File: src/rtl/droop_ladder.sv
// Supply-droop brake ladder: picks a severity level from the brake requests,
// kicks the DCO code, then relaxes the divider back to nominal step by step.
module droop_ladder #(
  parameter int NLEVELS        = 4,
  parameter int W              = 16,
  parameter int DIV_PER_LEVEL  = 4,
  parameter int CODE_PER_LEVEL = 256,
  parameter int BRAKE_CYCLES   = 500,
  parameter int HOLD_CYCLES    = 32,
  parameter int DIV_STEP       = 1,
  parameter int CNT_W          = 16
) (
  input  logic               refclk,
  input  logic               reset,
  input  logic [NLEVELS-1:0] brake,
  input  logic               enable,
  output logic [W-1:0]       delta_f,
  output logic [W-1:0]       delta_n,
  output logic [1:0]         state,
  output logic [3:0]         level,
  output logic               busy,
  output logic [CNT_W-1:0]   event_count
);

  localparam int BCW = (BRAKE_CYCLES < 1) ? 1 : $clog2(BRAKE_CYCLES + 1);
  localparam int HCW = (HOLD_CYCLES < 1) ? 1 : $clog2(HOLD_CYCLES + 1);
  localparam longint unsigned MAXF =
    longint'(NLEVELS) * longint'(CODE_PER_LEVEL);
  localparam longint unsigned MAXN =
    longint'(NLEVELS) * longint'(DIV_PER_LEVEL);

  if (NLEVELS < 1 || NLEVELS > 8) begin : g_bad_nlevels
    $error("droop_ladder: NLEVELS must be 1..8");
  end
  if ((MAXF >> W) != 0 || (MAXN >> W) != 0) begin : g_bad_width
    $error("droop_ladder: level products do not fit in W bits");
  end
  if (DIV_STEP < 1) begin : g_bad_step
    $error("droop_ladder: DIV_STEP must be >= 1");
  end

  typedef enum logic [1:0] {
    S_OFF   = 2'd0,
    S_BRAKE = 2'd1,
    S_RECOV = 2'd2,
    S_BAD   = 2'd3
  } state_e;

  state_e           state_q;
  logic [3:0]       level_q;
  logic [W-1:0]     div_q;
  logic [W-1:0]     kick_q;
  logic [BCW-1:0]   cnt_q;
  logic [HCW-1:0]   hold_q;
  logic [CNT_W-1:0] ev_q;

  logic [3:0]       req;
  logic [W-1:0]     req_div;
  logic [W-1:0]     req_kick;
  logic [CNT_W-1:0] ev_inc;

  // Highest asserted brake bit wins.
  always_comb begin
    req = '0;
    for (int k = 0; k < NLEVELS; k++) begin
      if (brake[k]) req = 4'(k + 1);
    end
  end

  assign req_div  = W'(req) * W'(DIV_PER_LEVEL);
  assign req_kick = W'(req) * W'(CODE_PER_LEVEL);
  assign ev_inc   = (ev_q == '1) ? ev_q : ev_q + 1'b1;

  always_ff @(posedge refclk) begin
    if (reset) begin
      state_q <= S_OFF;
      level_q <= '0;
      div_q   <= '0;
      kick_q  <= '0;
      cnt_q   <= '0;
      hold_q  <= '0;
      ev_q    <= '0;
    end else begin
      kick_q <= '0;
      unique case (state_q)
        S_OFF: begin
          if (req != 4'd0 && enable) begin
            state_q <= S_BRAKE;
            level_q <= req;
            div_q   <= req_div;
            kick_q  <= req_kick;
            cnt_q   <= BCW'(BRAKE_CYCLES);
            ev_q    <= ev_inc;
          end
        end
        S_BRAKE: begin
          if (req > level_q) begin
            level_q <= req;
            div_q   <= req_div;
            kick_q  <= req_kick;
            cnt_q   <= BCW'(BRAKE_CYCLES);
            ev_q    <= ev_inc;
          end else if (req != 4'd0) begin
            cnt_q <= BCW'(BRAKE_CYCLES);
          end else if (cnt_q != '0) begin
            cnt_q <= cnt_q - 1'b1;
          end else begin
            state_q <= S_RECOV;
            hold_q  <= HCW'(HOLD_CYCLES);
          end
        end
        S_RECOV: begin
          if (req != 4'd0) begin
            state_q <= S_BRAKE;
            level_q <= req;
            cnt_q   <= BCW'(BRAKE_CYCLES);
            ev_q    <= ev_inc;
            // Re-brake never relaxes a divider that is still deeper.
            if (req_div > div_q) begin
              div_q  <= req_div;
              kick_q <= req_kick;
            end
          end else if (hold_q != '0) begin
            hold_q <= hold_q - 1'b1;
          end else if (div_q > W'(DIV_STEP)) begin
            div_q  <= div_q - W'(DIV_STEP);
            hold_q <= HCW'(HOLD_CYCLES);
          end else begin
            state_q <= S_OFF;
            level_q <= '0;
            div_q   <= '0;
          end
        end
        default: begin
          state_q <= S_OFF;
          level_q <= '0;
          div_q   <= '0;
          cnt_q   <= '0;
          hold_q  <= '0;
        end
      endcase
    end
  end

  assign delta_f     = kick_q;
  assign delta_n     = div_q;
  assign state       = state_q;
  assign level       = level_q;
  assign busy        = (state_q != S_OFF);
  assign event_count = ev_q;

endmodule
File: config.mk
export PLATFORM = sky130hd
export DESIGN_NAME = droop_ladder
export DESIGN_NICKNAME = d
export VERILOG_FILES = /design/src/rtl/droop_ladder.sv
export SDC_FILE = /design/constraint.sdc
export NUM_CORES = 1
export LEC_CHECK = 0
export ABC_AREA = 1
export CAP_MARGIN = 20
export CORE_MARGIN = 2
export CORE_UTILIZATION = 50
export DETAILED_ROUTE_END_ITERATION = 8
export GPL_TIMING_DRIVEN = 1
export HOLD_SLACK_MARGIN = 0.02
export PLACE_DENSITY = 0.75
export SYNTH_ARGS = -nofsm -noshare
export SYNTH_HDL_FRONTEND = slang
export SYNTH_SLANG_ARGS = --single-unit
File: constraint.sdc
create_clock -name refclk -period 3 [get_ports refclk]
set_input_delay 0.75 -clock refclk [delete_from_list [all_inputs] [get_ports refclk]]
set_output_delay 0.75 -clock refclk [all_outputs]
set_load 0.05 [all_outputs]
==> qor.txt, run 1 <==
Status: complete, no violations
Die area: 8910 um2
Peak Freq: 347 MHz
WS Path Type: flop to output pin
Fraction of layout instances using a drive strength above 1: 0.106
Worst slew pin tran: 0.723 ns
Relative slew slack: 0.517
Worst skew pair latency: 0.32 ns
Top layer in use: met4
Total power draw: 5.07 mW
Port Buffers: 47
Die W: 94.4 um
Setup Skew: 0.00594 ns
Design Area, Final: 4710 um2
Reg2Reg Setup Slack: 0.83 ns
Reg2reg path depth: 10
Util after Layout: 0.603
Register area share after synthesis: 0.269
Hold Violations, Final: 0
First-pass GRT wire length: 17200 um
WHS Endpoint: hold_q[0]
Layout area overhead: 15.2%
Met3 wire len: 560 um
Worst setup margin: 0.120 ns
Dpl ws: -0.131 ns
EDFF count, synth: 0
Fill cells: 756
Period utilisation layout: 0.960
Via density: 5.25
Synth warn: 0
Pwr/cell area: 1080 nW/um2
Reg-to-reg startpoint: state[0]
Worst Path Max Fanout: 8
Post-synth top flop: dfxtp_1
Initial antenna violation count: 0
Post-CTS Setup Inserts: 0
WL final: 10000 um
Final setup fails: 0
Startpoint types: flop
Synth async-reset ratio: 0
NumNets Final: 711
Vias in the first global route: 3893
Clock Pin Slew Worst Setup and Hold Paths: 0.11 ns
Io pins: 62
Worst EP arrival: 2.13 ns
Total track usage: 0.234
N_diodes: 0
Hold Path Origin: hold_q[0]
Num Clock Sinks: 55
# rows: 32
Netlist cell types: 37
Num CTS Buffers: 5
DRC Markers: 0
Core Area: 7810 um2
# hold bufs at CTS: 0
Initial Utilization: 0.524
Post-route ant nets: 0
Die Span Y: 94.4 um
Post-Place Cell Area: 4620 um2
HP Class: flop to flop
CTS tree: yes
Met1 WL: 4540 um
Max Cap Violations: 0
Multi-input gate area: 2530 um2
Leak: 2.10 nW
GP Congestion: 0.907
Synthesized area per cell: 6.43 um2
Synthesis-stage register bit count: 55
Final min period: 2.88 ns
Worst hold slack: 0.484 ns
Clock Path Buffers: 2
Seq. cell area: 1100 um2
RSZ-0062 raised after global routing: no
Syn Std Cell Area: 4090 um2
Required time of the critical path: 2.25 ns
Number of H-tree levels: 2
DRT iter0 DRCs: 198
CTS Root Cell: clkbuf_8
Grt total ovfl: 0
Post-Syn Instances: 636
CP Capture Type: output pin
Routed len/inst: 12.7 um
DR pass1 iterations: 5
Largest net degree at the start of global routing: 31
Max-slew violation count: 0
Crit Reg-Reg Endpoint: hold_q[1]
Met2 wire len: 4790 um
Hpwl dp: 7440 um
Max VDD drop: 689 uV
Hold depth: 2
Vias: 4146
final cells by class:
| cell class | instances | share of cell area |
|---|---|---|
| clock buffer | 5 | 0.0146 |
| clock inverter | 3 | 0.00399 |
| inverter | 76 | 0.0614 |
| multi-input combinational | 489 | 0.538 |
| sequential | 55 | 0.234 |
| tap | 102 | 0.0271 |
| timing repair buffer | 60 | 0.121 |
per-layer routing:
| layer | up-vias | GRT usage |
|---|---|---|
| li1 | 2081 | - |
| met1 | 1925 | 0.306 |
| met2 | 130 | 0.403 |
| met3 | 10 | 0.0351 |
| met4 | 0 | 0.0652 |
| met5 | - | 0 |
worst max path at each step:
stage          cells past startpoint  startpoint        end  slack, ns
2_1_floorplan                     14    brake[1]   cnt_q[0]       0.53
3_3_place_gp                      15    brake[2]  hold_q[0]      -0.03
3_5_place_dp                      15    brake[2]  hold_q[1]      -0.13
4_1_cts                            4    state[0]       busy       0.11
5_1_grt                            4    state[0]       busy       0.03
6_report                           4    state[0]       busy       0.12
metrics by stage:
stage	TNS, ns	instances
global route	0	790
global placement	-0.178	782
detailed placement	-1.56	782
CTS	0	790
finish	0	790
floorplan	0	649
worst max-delay path: stages, from the launching register on:
cell and delay, ns:
dfxtp_1 0.44, inv_1 0.10, ha_1 0.31, inv_1 0.13, clkdlybuf4s50_1 0.82
registers in the layout (all words and copies together) (netlist names):
signal	count
delta_n	16
event_count	16
cnt_q	9
hold_q	6
delta_f	3
level	3
state	2
power breakdown:
group	leakage, nW	switching [mW]	internal, mW
clock network	0.0483	0.270	0.166
logic	1.61	2.38	1.14
registers	0.449	0.201	0.918
total	2.10	2.85	2.23
layout by cell type (no fill, tap or decap), drive strengths merged:
master	netlist	routed
xnor2	7	7
buf	24	13
nand2	167	167
o221ai	1	1
a21oi	45	45
nand4	14	14
nor2	124	124
inv	75	76
clkdlybuf4s50	0	47
nor3b	1	1
nand3	54	54
o21ai	18	18
ha	17	17
clkbuf	5	5
dfxtp	55	55
nor3	10	10
o2111ai	1	1
o211a	1	1
a21o	1	1
conb	1	14
xor2	14	14
clkinv	1	3
synthesized netlist by cell type, types with 2 or more instances:
cell type  number  area share
xnor2_1         7       0.015
nand2_1       151        0.14
nor2_1        115        0.11
buf_8           2      0.0073
buf_6           3      0.0083
buf_4          15       0.028
buf_2           4      0.0049
xor2_1         14       0.030
nand3_2         6       0.015
o21ai_0        14       0.017
o21ai_1         4      0.0049
nor2_4          4       0.011
nand4_1        13       0.020
a21oi_1        34       0.042
ha_1           17       0.052
nand2_2        14       0.021
inv_1          70       0.064
inv_2           4      0.0037
clkbuf_1        5      0.0046
nand2_4         2      0.0055
nor3_1          9       0.011
a21oi_2        11       0.024
dfxtp_1        55        0.27
nand3_1        47       0.058
nor2_8          2      0.0098
nor2_2          3      0.0046
kinds of logic (layout without fill, tap and decap cells):
kind of cell | after synthesis | count (layout) | share of synthesized area
buf+inv | 105 | 144 | 0.123
compound gates | 67 | 67 | 0.0958
other cells | 1 | 14 | 0.000917
flops | 55 | 55 | 0.269
simple gates | 370 | 370 | 0.414
xor+xnor | 21 | 21 | 0.0450
fa+ha+maj | 17 | 17 | 0.0520
timing repair:
action | 4_1_cts | 5_1_grt
endpoints found under the setup margin | 0 | 3
endpoints found under the hold margin | 0 | 0
resized for setup | 0 | 1
Note: power is estimated with default switching activity, not from simulation.
==> run 2, diff against run 1 <==
CTS_CLUSTER_SIZE = 28   (was not set)
REMOVE_ABC_BUFFERS = 1   (was not set)
==> qor.txt, run 2 (synthesized netlist as in run 1, its figures left out) <==
Clk network pwr share: 0.095 (+0.009)
Number of H-tree levels: 2 (unchanged)
Grt total ovfl: 0 (unchanged)
WL final: 10000 um (+0.21%)
Net Sw Frac: 0.548 (-0.0131)
Num CTS Buffers: 5 (unchanged)
Dpl ws: -0.0863 ns (+0.0445 ns)
Max Cap Violations: 0 (unchanged)
DR pass1 iterations: 5 (unchanged)
Fill cells: 766 (+1.3%)
HP Class: flop to flop
Die W: 94.4 um (unchanged)
Core Area: 7810 um2 (unchanged)
Worst EP arrival: 2.10 ns (-0.03 ns)
CP Capture Type: output pin
Clock Pin Slew Worst Setup and Hold Paths: 0.10 ns (about the same)
Final setup fails: 0 (unchanged)
Initial Utilization: 0.524 (unchanged)
# resized after CTS: 0 (unchanged)
Leading cell type in the layout, fill and taps excluded: nand2_1
Worst slew pin tran: 0.516 ns (-0.207 ns)
Final min period: 2.85 ns (-0.0278 ns)
Routed len/inst: 12.7 um (about the same)
CTS tree: yes
Required time of the critical path: 2.25 ns (about the same)
Io pins: 62 (unchanged)
Logic pwr share: 0.691 (-0.003)
# rows: 32 (unchanged)
Relative slew slack: 0.655 (+0.138)
Port Buffers: 47 (unchanged)
Flop pwr share: 0.215 (-0.006)
Internal: 2.36 mW (+5.9%)
Hold Violations, Final: 0 (unchanged)
Most frequent cells in the layout: nand2_1 (151), nor2_1 (115), inv_1 (70)
Multi-input gate area: 2530 um2 (-0.15%)
Largest net degree at the start of global routing: 31 (unchanged)
Fraction of layout instances using a drive strength above 1: 0.106 (-0.000308)
Total power draw: 5.22 mW (+2.8%)
Num Clock Sinks: 55 (unchanged)
DRC Markers: 0 (unchanged)
Pwr/cell area: 1090 nW/um2 (+1.5%)
Period utilisation layout: 0.951 (-0.00928)
Die Span Y: 94.4 um (unchanged)
DRT iter0 DRCs: 174 (-12%)
Layout area overhead: 16.6%
First-pass GRT wire length: 17300 um (+0.44%)
Max VDD drop: 719 uV (+4.5%)
N_diodes: 0 (unchanged)
GP Congestion: 0.912 (+0.55%)
WS Path Type: flop to output pin
Vias: 4080 (-1.6%)
Post-route ant nets: 0 (unchanged)
Util after Layout: 0.611 (+0.00753)
Seq. cell area: 1100 um2 (unchanged)
RSZ-0062 raised after global routing: no
Total track usage: 0.236 (+0.00172)
Setup Skew: 0.00727 ns (+0.00133 ns)
Worst hold slack: 0.473 ns (-0.0112 ns)
Via density: 5.15 (-1.8%)
Worst Path Max Fanout: 8 (unchanged)
Startpoint types: flop
Switching power: 2.86 mW (+0.39%)
Die area: 8910 um2 (unchanged)
Status: complete, no violations
NumNets Final: 714 (+0.42%)
Initial antenna violation count: 0 (unchanged)
Worst skew pair latency: 0.31 ns (about the same)
Max-slew violation count: 0 (unchanged)
Vias in the first global route: 3869 (-0.62%)
Hpwl dp: 7500 um (+0.88%)
Worst setup margin: 0.148 ns (+0.0278 ns)
Clock Path Buffers: 2 (unchanged)
Peak Freq: 351 MHz (+0.98%)
Leak: 2.13 nW (+1.2%)
CTS Root Cell: clkbuf_8
[run 2: changes by cell type in the layout (fill, tap and decap cells not counted)]
cell	change
buf_12	+2
clkinv_2	-2
a21oi_1	+1
a21oi_2	-1
buf_4	+1
bufinv_16	+1
clkbuf_1	+1
inv_6	-1
[run 2: final timing paths]
path / cells after the start / to / slack [ns] / startpoint
setup / recovery: 4 / busy / 0.15 / state[0]
hold / removal: 2 / hold_q[0] / 0.47 / hold_q[0]
setup reg to reg: 9 / delta_n[1] / 0.90 / state[1]
hold reg to reg: 2 / hold_q[0] / 0.47 / hold_q[0]
[run 2: what timing repair did]
item / 4_1_cts / 5_1_grt
setup buffers: 0 / 2
hold endpoints to repair: 0 / 0
endpoints found under the setup margin: 0 / 6
hold buffers: 0 / 0
[run 2: power by group through the flow]
| stage | registers (mW) | clock network (mW) | logic [mW] |
|---|---|---|---|
| 2_1_floorplan | 1.55 | 0 | 2.14 |
| 3_3_place_gp | 1.13 | 0 | 3.43 |
| 3_5_place_dp | 1.13 | 0 | 3.48 |
| 4_1_cts | 1.12 | 0.509 | 3.51 |
| 5_1_grt | 1.15 | 0.531 | 4.00 |
| 6_report | 1.12 | 0.493 | 3.60 |
[run 2: worst max-delay path, stage by stage, from the launching register on]
cell and delay (ns):
dfxtp_1 0.45, inv_1 0.09, ha_1 0.31, inv_1 0.13, clkdlybuf4s50_1 0.81
[run 2: final cells by class]
cell class                      instances  area share
Multi-Input combinational cell        489       0.531
Sequential cell                        55       0.231
Timing Repair Buffer                   63       0.129
Inverter                               76      0.0606
Tap cell                              102      0.0268
Clock buffer                            6      0.0152
Clock inverter                          1     0.00630
[run 2: layer usage]
layer / share of wire / vias to the layer above / track usage
li1: - / 2095 / -
met1: 0.46 / 1843 / 0.316
met2: 0.48 / 138 / 0.407
met3: 0.049 / 4 / 0.0319
met4: 0.0031 / 0 / 0.0519
met5: 0 / - / 0
[run 2: through the flow]
step / std cells / instance area, um2 / setup TNS [ns]
2_1_floorplan: 620 / 3920 / 0
3_3_place_gp: 783 / 4640 / -0.00274
3_5_place_dp: 783 / 4640 / -0.575
4_1_cts: 790 / 4740 / 0
5_1_grt: 792 / 4770 / 0
6_report: 792 / 4770 / 0
==> run 3, diff against run 2 <==
CORE_UTILIZATION = 55   (was 50)
PLACE_DENSITY = 0.81   (was 0.75)
clock period = 3.6 ns   (was 3 ns; I/O delays follow)
==> qor.txt, run 3 (synthesized netlist as in run 1, its figures left out) <==
DR pass1 iterations: 5 (unchanged)
Core Area: 7210 um2 (-7.6%)
# hold bufs at CTS: 0 (unchanged)
Util after Layout: 0.641 (+0.0304)
Hold Path Origin: hold_q[0]
Period utilisation layout: 0.881
First-pass GRT wire length: 16600 um (-3.9%)
DRC Markers: 0 (unchanged)
Worst EP arrival: 3.42 ns (+1.32 ns)
CP max stage cell: clkdlybuf4s50_1
WS Path Type: input pin to flop
Worst hold slack: 0.473 ns (+0.000276 ns)
Post-CTS Setup Inserts: 0 (unchanged)
Max Cap Violations: 0 (unchanged)
Post-route ant nets: 0 (unchanged)
Io pins: 62 (unchanged)
Delay-heaviest family, CP: simple AND/OR/NAND/NOR gates
Worst slew pin tran: 0.789 ns (+0.273 ns)
Num CTS Buffers: 5 (unchanged)
Max VDD drop: 571 uV (-21%)
Peak Freq: 315 MHz
Final min period: 3.17 ns
GP Congestion: 0.938 (+2.9%)
CP Capture Type: flop
Setup Skew: 0.0119 ns (+0.00466 ns)
Initial antenna violation count: 0 (unchanged)
RSZ-0062 raised after global routing: no
Required time of the critical path: 3.85 ns (+1.60 ns)
N_diodes: 0 (unchanged)
Largest net degree at the start of global routing: 31 (unchanged)
Worst skew pair latency: 0.32 ns (about the same)
CP dominant cell by count: nand2_1
WL final: 9650 um (-3.8%)
Hold Violations, Final: 0 (unchanged)
Number of H-tree levels: 2 (unchanged)
Layout area overhead: 13.1%
Worst Setup SP: brake[1]
Clock Pin Slew Worst Setup and Hold Paths: 0.11 ns (about the same)
Total power draw: 4.14 mW (-21%)
Relative slew slack: 0.473 (-0.182)
# resized after CTS: 0 (unchanged)
Hpwl dp: 7170 um (-4.4%)
CTS tree: yes
CP cell instances: clkdlybuf4s50_1, inv_1, nand2_1, a21oi_1, inv_1, ha_1, inv_1, nand2_1, nand2_1, nand2_1, nand2_1, nand2_2, nand2_2, nand2_2, nor2_4, nand2_1, nand2_1, inv_1, nor2_1
Num Clock Sinks: 55 (unchanged)
CTS Root Cell: clkbuf_8
Hold depth: 2 (unchanged)
Port Buffers: 47 (unchanged)
Pwr/cell area: 896 nW/um2 (-18%)
Routed len/inst: 12.4 um (-1.8%)
Most frequent cells in the layout: nand2_1 (151), nor2_1 (115), inv_1 (70)
Vias in the first global route: 3695 (-4.5%)
Reg2reg path depth: 14 (+5)
Fraction of layout instances using a drive strength above 1: 0.0901 (-0.0157)
Stages on the worst setup path: 19 (+15)
Total track usage: 0.242 (+0.00552)
Crit-path max cell delay: 0.39 ns (-0.42 ns)
Startpoint types: input pin
Max-slew violation count: 0 (unchanged)
Post-Place Cell Area: 4530 um2 (-2.3%)
# rows: 31 (-3.1%)
Via density: 5.25 (+1.9%)
Reg-to-reg startpoint: level[1]
Die Span Y: 90.2 um (-4.5%)
DRT iter0 DRCs: 288 (+66%)
Final TNS setup: 0 ns (unchanged)
Leading cell type in the layout, fill and taps excluded: nand2_1
Worst Path Max Fanout: 15 (+7)
HP Class: flop to flop
WP buf/inv: 5 (+2)
Vias: 4074 (-0.15%)
Initial Utilization: 0.567 (+0.0430)
Die W: 90.2 um (-4.5%)
Die area: 8140 um2 (-8.7%)
Design Area, Final: 4620 um2 (-3.0%)
NumNets Final: 700 (-2.0%)
Final setup fails: 0 (unchanged)
Status: complete, no violations
Clock Path Buffers: 2 (unchanged)
Leak: 2.05 nW (-3.8%)
Grt total ovfl: 0 (unchanged)
==> run 3: worst reg2reg max path, stage by stage (launching register included) <==
cell and delay [ns]:
dfxtp_1 0.36, inv_1 0.05, ha_1 0.29, nand2_1 0.06, nand2_1 0.06, nand2_1 0.06, nand2_1 0.10, nand2_2 0.12
nand2_2 0.29, nand2_2 0.11, nor2_4 0.33, nand2_1 0.09, nand2_1 0.07, inv_1 0.04, nor2_1 0.09
==> run 3: routing by layer <==
layer  vias to the layer above  share of wire  global-route usage
met5                         -              0                   0
met4                         0          0.017              0.0679
met3                        23          0.060              0.0386
met2                       161           0.48               0.418
met1                      1827           0.45               0.311
li1                       2063              -                   -
==> run 3: stage by stage <==
step / worst slack (ns) / std cells
6_report: 0.429 / 776
2_1_floorplan: 0.843 / 620
3_5_place_dp: 0.131 / 768
4_1_cts: 0.479 / 776
5_1_grt: 0.223 / 776
3_3_place_gp: 0.259 / 768
==> run 3: final timing paths <==
| check | to | slack [ns] |
|---|---|---|
| setup / recovery | delta_n[8] | 0.43 |
| hold / removal | hold_q[0] | 0.47 |
| setup reg to reg | delta_n[8] | 1.41 |
| hold reg to reg | hold_q[0] | 0.47 |
==> run 3: area by class of cell <==
type / count / area (um2)
Fill cell: 683 / 2590
Clock inverter: 3 / 25.0
Inverter: 76 / 289
Clock buffer: 5 / 68.8
Timing Repair Buffer: 49 / 485
Multi-Input combinational cell: 489 / 2530
Tap cell: 99 / 124
Sequential cell: 55 / 1100
==> run 3: where the power goes <==
group          internal (mW)  leakage, nW  switching (mW)  total (mW)
combinational          0.890         1.55            1.95        2.84
clock                  0.143       0.0452           0.231       0.374
sequential             0.765        0.449           0.164       0.930
